--- config.mk ---
export PLATFORM = sky130hd
export DESIGN_NAME = grid_cmd_driver
export DESIGN_NICKNAME = d
export VERILOG_FILES = /design/src/rtl/grid_cmd_driver.sv
export SDC_FILE = /design/constraint.sdc
export NUM_CORES = 1
export LEC_CHECK = 0
export CAP_MARGIN = 20
export CORE_ASPECT_RATIO = 1.75
export CORE_MARGIN = 10
export CORE_UTILIZATION = 43
export DETAILED_ROUTE_END_ITERATION = 10
export GPL_TIMING_DRIVEN = 0
export HOLD_SLACK_MARGIN = 0.08
export PLACE_DENSITY = 0.69
export SLEW_MARGIN = 40
export SYNTH_ARGS = -nofsm -noshare
export SYNTH_HDL_FRONTEND = slang
export SYNTH_SLANG_ARGS = --single-unit
--- constraint.sdc ---
create_clock -name clk -period 2.63 [get_ports clk]
set_input_delay 0.526 -clock clk [delete_from_list [all_inputs] [get_ports clk]]
set_output_delay 0.526 -clock clk [all_outputs]
set_load 0.01 [all_outputs]
--- src/rtl/grid_cmd_driver.sv ---
// grid_cmd_driver
//   Command-side initiator for the 9x9 Sudoku cell array. Two sequences:
//   - Load: accepts 81 row-major digits on in_valid/in_ready and issues one
//     LOAD strobe per cell.
//   - Readback: issues READ to each cell in row-major order, waits for the
//     cell reply (bounded by TIMEOUT) and forwards it on rd_valid/rd_ready.
//
// Ports
//   clk, rst_n             clock, asynchronous active-low reset
//   start_load/start_read  sequence start requests, honoured in IDLE only
//   in_valid/in_ready      digit input handshake, in_digit is the digit
//   cmd, data_in           command and data to the addressed cell
//   data_in_rdy            one-cycle command strobe; cmd/data_in/sel hold
//                          their last driven value while it is low
//   sel_x, sel_y           addressed column / row
//   data_out, data_out_valid  reply from the addressed cell
//   rd_valid/rd_ready      readback output handshake, rd_digit is the digit
//   busy                   high whenever a sequence is in progress
//   load_done, read_done   one-cycle completion pulses
//   err                    sticky error (bad digit or read timeout)
module grid_cmd_driver #(
  parameter int unsigned N        = 9,
  parameter int unsigned TIMEOUT  = 15,
  parameter logic [3:0]  CMD_LOAD = 4'h0,
  parameter logic [3:0]  CMD_READ = 4'h1
) (
  input  logic       clk,
  input  logic       rst_n,
  input  logic       start_load,
  input  logic       start_read,
  input  logic       in_valid,
  output logic       in_ready,
  input  logic [3:0] in_digit,
  output logic [3:0] cmd,
  output logic [3:0] data_in,
  output logic       data_in_rdy,
  output logic [3:0] sel_x,
  output logic [3:0] sel_y,
  input  logic [3:0] data_out,
  input  logic       data_out_valid,
  output logic       rd_valid,
  input  logic       rd_ready,
  output logic [3:0] rd_digit,
  output logic       busy,
  output logic       load_done,
  output logic       read_done,
  output logic       err
);

  // Wait counter runs 0..TIMEOUT-1 across the R_WAIT cycles.
  localparam int unsigned    TW       = (TIMEOUT < 2) ? 1 : $clog2(TIMEOUT);
  localparam logic [3:0]     LAST     = 4'(N - 1);
  localparam logic [TW-1:0]  TMO_LAST = TW'(TIMEOUT - 1);

  typedef enum logic [2:0] {
    IDLE,
    L_ACCEPT,
    L_ISSUE,
    R_ISSUE,
    R_WAIT,
    R_OUT
  } state_e;

  state_e        state_q, state_d;
  logic [3:0]    x_q, x_d;
  logic [3:0]    y_q, y_d;
  logic [TW-1:0] tmo_q, tmo_d;
  logic [3:0]    cmd_q, cmd_d;
  logic [3:0]    data_in_q, data_in_d;
  logic [3:0]    sel_x_q, sel_x_d;
  logic [3:0]    sel_y_q, sel_y_d;
  logic [3:0]    rd_digit_q, rd_digit_d;
  logic          err_q, err_d;
  logic          load_done_q, load_done_d;
  logic          read_done_q, read_done_d;

  logic [3:0]    nx, ny;
  logic          at_last;

  // Row-major successor of the current address.
  always_comb begin
    at_last = (x_q == LAST) && (y_q == LAST);
    if (x_q == LAST) begin
      nx = '0;
      ny = (y_q == LAST) ? '0 : y_q + 4'd1;
    end else begin
      nx = x_q + 4'd1;
      ny = y_q;
    end
  end

  // The cell bus (cmd/data_in/sel) is registered and loaded on entry to an
  // issue state, so the strobe cycle already presents the final values and
  // they stay put until the next strobe.
  always_comb begin
    state_d     = state_q;
    x_d         = x_q;
    y_d         = y_q;
    tmo_d       = tmo_q;
    cmd_d       = cmd_q;
    data_in_d   = data_in_q;
    sel_x_d     = sel_x_q;
    sel_y_d     = sel_y_q;
    rd_digit_d  = rd_digit_q;
    err_d       = err_q;
    load_done_d = 1'b0;
    read_done_d = 1'b0;
    in_ready    = 1'b0;
    data_in_rdy = 1'b0;
    rd_valid    = 1'b0;

    case (state_q)
      IDLE: begin
        if (start_load) begin
          state_d = L_ACCEPT;
          err_d   = 1'b0;
          x_d     = '0;
          y_d     = '0;
        end else if (start_read) begin
          state_d   = R_ISSUE;
          err_d     = 1'b0;
          x_d       = '0;
          y_d       = '0;
          cmd_d     = CMD_READ;
          data_in_d = '0;
          sel_x_d   = '0;
          sel_y_d   = '0;
        end
      end

      L_ACCEPT: begin
        in_ready = 1'b1;
        if (in_valid) begin
          state_d = L_ISSUE;
          cmd_d   = CMD_LOAD;
          sel_x_d = x_q;
          sel_y_d = y_q;
          if (in_digit > 4'd9) begin
            data_in_d = '0;
            err_d     = 1'b1;
          end else begin
            data_in_d = in_digit;
          end
        end
      end

      L_ISSUE: begin
        data_in_rdy = 1'b1;
        x_d         = nx;
        y_d         = ny;
        if (at_last) begin
          state_d     = IDLE;
          load_done_d = 1'b1;
        end else begin
          state_d = L_ACCEPT;
        end
      end

      R_ISSUE: begin
        data_in_rdy = 1'b1;
        tmo_d       = '0;
        state_d     = R_WAIT;
      end

      R_WAIT: begin
        // A reply arriving in the timeout cycle still wins.
        if (data_out_valid) begin
          rd_digit_d = data_out;
          state_d    = R_OUT;
        end else if (tmo_q == TMO_LAST) begin
          rd_digit_d = 4'hF;
          err_d      = 1'b1;
          state_d    = R_OUT;
        end else begin
          tmo_d = tmo_q + 1'b1;
        end
      end

      R_OUT: begin
        rd_valid = 1'b1;
        if (rd_ready) begin
          x_d = nx;
          y_d = ny;
          if (at_last) begin
            state_d     = IDLE;
            read_done_d = 1'b1;
          end else begin
            state_d   = R_ISSUE;
            cmd_d     = CMD_READ;
            data_in_d = '0;
            sel_x_d   = nx;
            sel_y_d   = ny;
          end
        end
      end

      default: state_d = IDLE;
    endcase
  end

  always_ff @(posedge clk or negedge rst_n) begin
    if (!rst_n) begin
      state_q     <= IDLE;
      x_q         <= '0;
      y_q         <= '0;
      tmo_q       <= '0;
      cmd_q       <= '0;
      data_in_q   <= '0;
      sel_x_q     <= '0;
      sel_y_q     <= '0;
      rd_digit_q  <= '0;
      err_q       <= 1'b0;
      load_done_q <= 1'b0;
      read_done_q <= 1'b0;
    end else begin
      state_q     <= state_d;
      x_q         <= x_d;
      y_q         <= y_d;
      tmo_q       <= tmo_d;
      cmd_q       <= cmd_d;
      data_in_q   <= data_in_d;
      sel_x_q     <= sel_x_d;
      sel_y_q     <= sel_y_d;
      rd_digit_q  <= rd_digit_d;
      err_q       <= err_d;
      load_done_q <= load_done_d;
      read_done_q <= read_done_d;
    end
  end

  assign cmd       = cmd_q;
  assign data_in   = data_in_q;
  assign sel_x     = sel_x_q;
  assign sel_y     = sel_y_q;
  assign rd_digit  = rd_digit_q;
  assign err       = err_q;
  assign load_done = load_done_q;
  assign read_done = read_done_q;
  assign busy      = (state_q != IDLE);

endmodule

==> run_results.csv <==
group,metric,value,unit
outcome,status,"completed",
floorplan,initial_core_util,43.7,%
grt,antenna_found_initial,0,
routing,drt_wl_total,5260,um
routing,drc,0,
synthesis,yosys_warnings,0,
sta,hold_viol,0,
synthesis,synth_ff_type,"dfrtp_1",
synthesis,synth_top_area_share,43.3,%
synthesis,avgSynthCellArea,9.91,um^2
sta,setup_slack,0.122,ns
floorplan,ios,42,
pwr,post-layout-total-power,0.00244,W
grt,grt_use_total,13.4,%
grt,grt_pass1_wl,8880,um
worst_setup_path,worst_r2r_endpoint,"sel_x[1]$_DFFE_PN0P_",
worst_setup_path,worstPathMaxFanout,10,
placement,io_buffers,38,
floorplan,design.die.area,7950,um^2
sta,rsz0062_at_grt,"false",
synthesis,ys_ff_latch,35,
worst_setup_path,cp.required,2.10,ns
clocking,cts_buffer_depth,2,
sta,clock_skew,0.00353,ns
sta,relSlewSlack,50.8,%
worst_hold_path,hp-class,"in2async",
synthesis,synthTopCellsByArea,"dfrtp_1, ha_1, nand2_1",
clocking,cts_root_buf,"clkbuf_8",
clocking,cts_hold_buf,0,
clocking,cts_tree,"done",
floorplan,fp.dieH,111,um
routing,routed-via-count,1701,
layout,insertedDiodeCount,0,
sta,fmax,399,MHz
pwr,p_leak,1.14,nW
grt,grt_overflow,0,
worst_setup_path,start_kind,"flop",
synthesis,synth.most_common_cell,"dfrtp_1",
synthesis,async_reset_ff_share,100,%
layout,postLayoutCoreUtil,55.6,%
clocking,htree_levels,2,
sta,setup-violations-final,0,
layout,nets,273,
routing,post_drt_wl_per_cell,17.2,um
synthesis,synth_top_area_cell,"dfrtp_1",
synthesis,synth_cell_type_count,54,
pwr,power.density,949,nW/um^2
worst_setup_path,cp.arrival,1.98,ns
worst_setup_path,reg2reg_setup_slack,0.39,ns
synthesis,synth_edf_count,0,
floorplan,core_area,4620,um^2
worst_setup_path,end_kind,"primary output",
sta,final.setup.tns,0,ns
floorplan,floorplan.rows,33,
routing,viasPerCell,5.58,
placement,pre_cts_slack,0.0964,ns
worst_setup_path,worstSetupPathType,"reg2out",
clocking,clkTransAtPathRegs,0.07,ns
sta,maxSlewViolCount,0,
layout,final_layout_size_suffix_gt1_share,12.3,%
pwr,ir_worst_vdd,0.628,mV
routing,final_antenna_net_count,0,
layout,area_growth,27.2,%
clocking,cts_buffers,5,
placement,gp_congestion,0.855,
placement,dp_hpwl,4090,um
synthesis,netlist_area,2020,um^2
sta,max_slew.worst_pin.slew,0.720,ns
sta,fin_crit,2.51,ns
sta,fin_crit_sh,95.4,%
clocking,clk_latency,0.28,ns
grt,grt_pass1_vias,1841,
clocking,numClockSinks,35,
worst_setup_path,worst-r2r-cell-count,8,
synthesis,yosys-top-cells-count,"dfrtp_1, nand2_1, a21oi_1, inv_1, nor2_1",
worst_setup_path,timing.rr.start,"x_q[0]$_DFFE_PN0P_",
grt,grt_max_degree,24,
floorplan,die_x,71.8,um
flow_run,cap_violations,0,
synthesis,ys_seq_area_share,43.3,%
placement,dp_cells,297,
routing,first_pass_iters,4,
layout,stdcell_count,305,
routing,drt-initial-drc-count,62,
synthesis,netlist_instances,204,
[report_power, final]
group	total (W)	switching, W	internal [W]	leakage (nW)
clock network	0.000371	0.000186	0.000186	0.0422
registers	0.000806	0.000116	0.000690	0.463
logic	0.00126	0.000643	0.000621	0.632
[per-stage QoR]
stage          instance area [um^2]  hold slack (ns)
6_report                       2570            0.126
5_1_grt                        2570            0.135
4_1_cts                        2570            0.129
3_5_place_dp                   2490            0.437
3_3_place_gp                   2470            0.471
2_1_floorplan                  2030            0.230
[cells in the final DEF, fill, tap and decap left out, types with 3 or more instances in the layout]
| cell type | instances |
|---|---|
| a22o_1 | 3 |
| ha_1 | 6 |
| buf_2 | 3 |
| clkbuf_8 | 5 |
| nor2b_1 | 4 |
| o21ai_0 | 9 |
| conb_1 | 3 |
| mux2_2 | 4 |
| nand3_1 | 5 |
| dfrtp_1 | 35 |
| and3b_1 | 3 |
| clkdlybuf4s50_1 | 37 |
| a311oi_1 | 4 |
| o22a_1 | 4 |
| nor2_1 | 10 |
| clkbuf_1 | 4 |
| mux2i_1 | 6 |
| nand4b_1 | 4 |
| nand2_1 | 18 |
| buf_4 | 6 |
| and2_1 | 3 |
| a21oi_1 | 13 |
| nor3_1 | 4 |
| inv_1 | 13 |
| mux2_4 | 4 |
[flip-flops by register name, indices dropped and copies added, names as in the netlist]
register,flops
data_in,4
rd_digit,4
sel_x,4
sel_y,4
tmo_q,4
x_q,4
y_q,4
state_q,3
cmd,1
err,1
load_done,1
read_done,1
[repair_timing]
action | CTS | global route
buffers inserted | 0 | 0
setup endpoints to repair | 0 | 1
gates resized for setup | 0 | 2
[critical path, cell delays in order (launching register included)]
cell and delay (ns):
dfrtp_1 0.43, buf_2 0.20, clkbuf_2 0.23, or3_1 0.35, clkdlybuf4s50_1 0.49
[routing by layer]
metal / wire [um] / track usage, % / vias to the layer above / share of wire (%)
met5: 0 / 0 / - / 0
met4: 108 / 5.06 / 0 / 2.1
met3: 282 / 4.48 / 8 / 5.4
met2: 2950 / 24.6 / 32 / 56
met1: 1920 / 13.1 / 835 / 36
li1: - / - / 826 / -
[area by class of cell]
class | count | area, um^2
sequential | 35 | 876
buffer | 13 | 90.1
fill | 431 | 2050
timing repair buffer | 39 | 395
clock buffer | 7 | 76.3
clock inverter | 1 | 5.00
tap | 52 | 65.1
multi-input combinational | 145 | 1020
inverter | 13 | 48.8
[kinds of logic after synthesis]
logic type,after synthesis,share of synthesized area (%)
buffers and inverters,26,6.81
DFF,35,43.3
and+or+nand+nor,71,20.4
muxes,14,8.17
other,1,0.185
AOI/OAI and AO/OA,51,17.4
adders and majority gates,6,3.71
[worst max-delay path by stage]
stage,endpoint,depth (start not counted),startpoint
2_1_floorplan,sel_x[0]$_DFFE_PN0P_,8,x_q[0]$_DFFE_PN0P_
3_3_place_gp,sel_x[1]$_DFFE_PN0P_,6,in_valid
3_5_place_dp,sel_y[2]$_DFFE_PN0P_,6,in_valid
4_1_cts,busy,4,state_q[2]$_DFFE_PN0P_
5_1_grt,rd_valid,5,state_q[0]$_DFFE_PN0P_
6_report,busy,4,state_q[2]$_DFFE_PN0P_
Power figures use the tool's default switching activity.
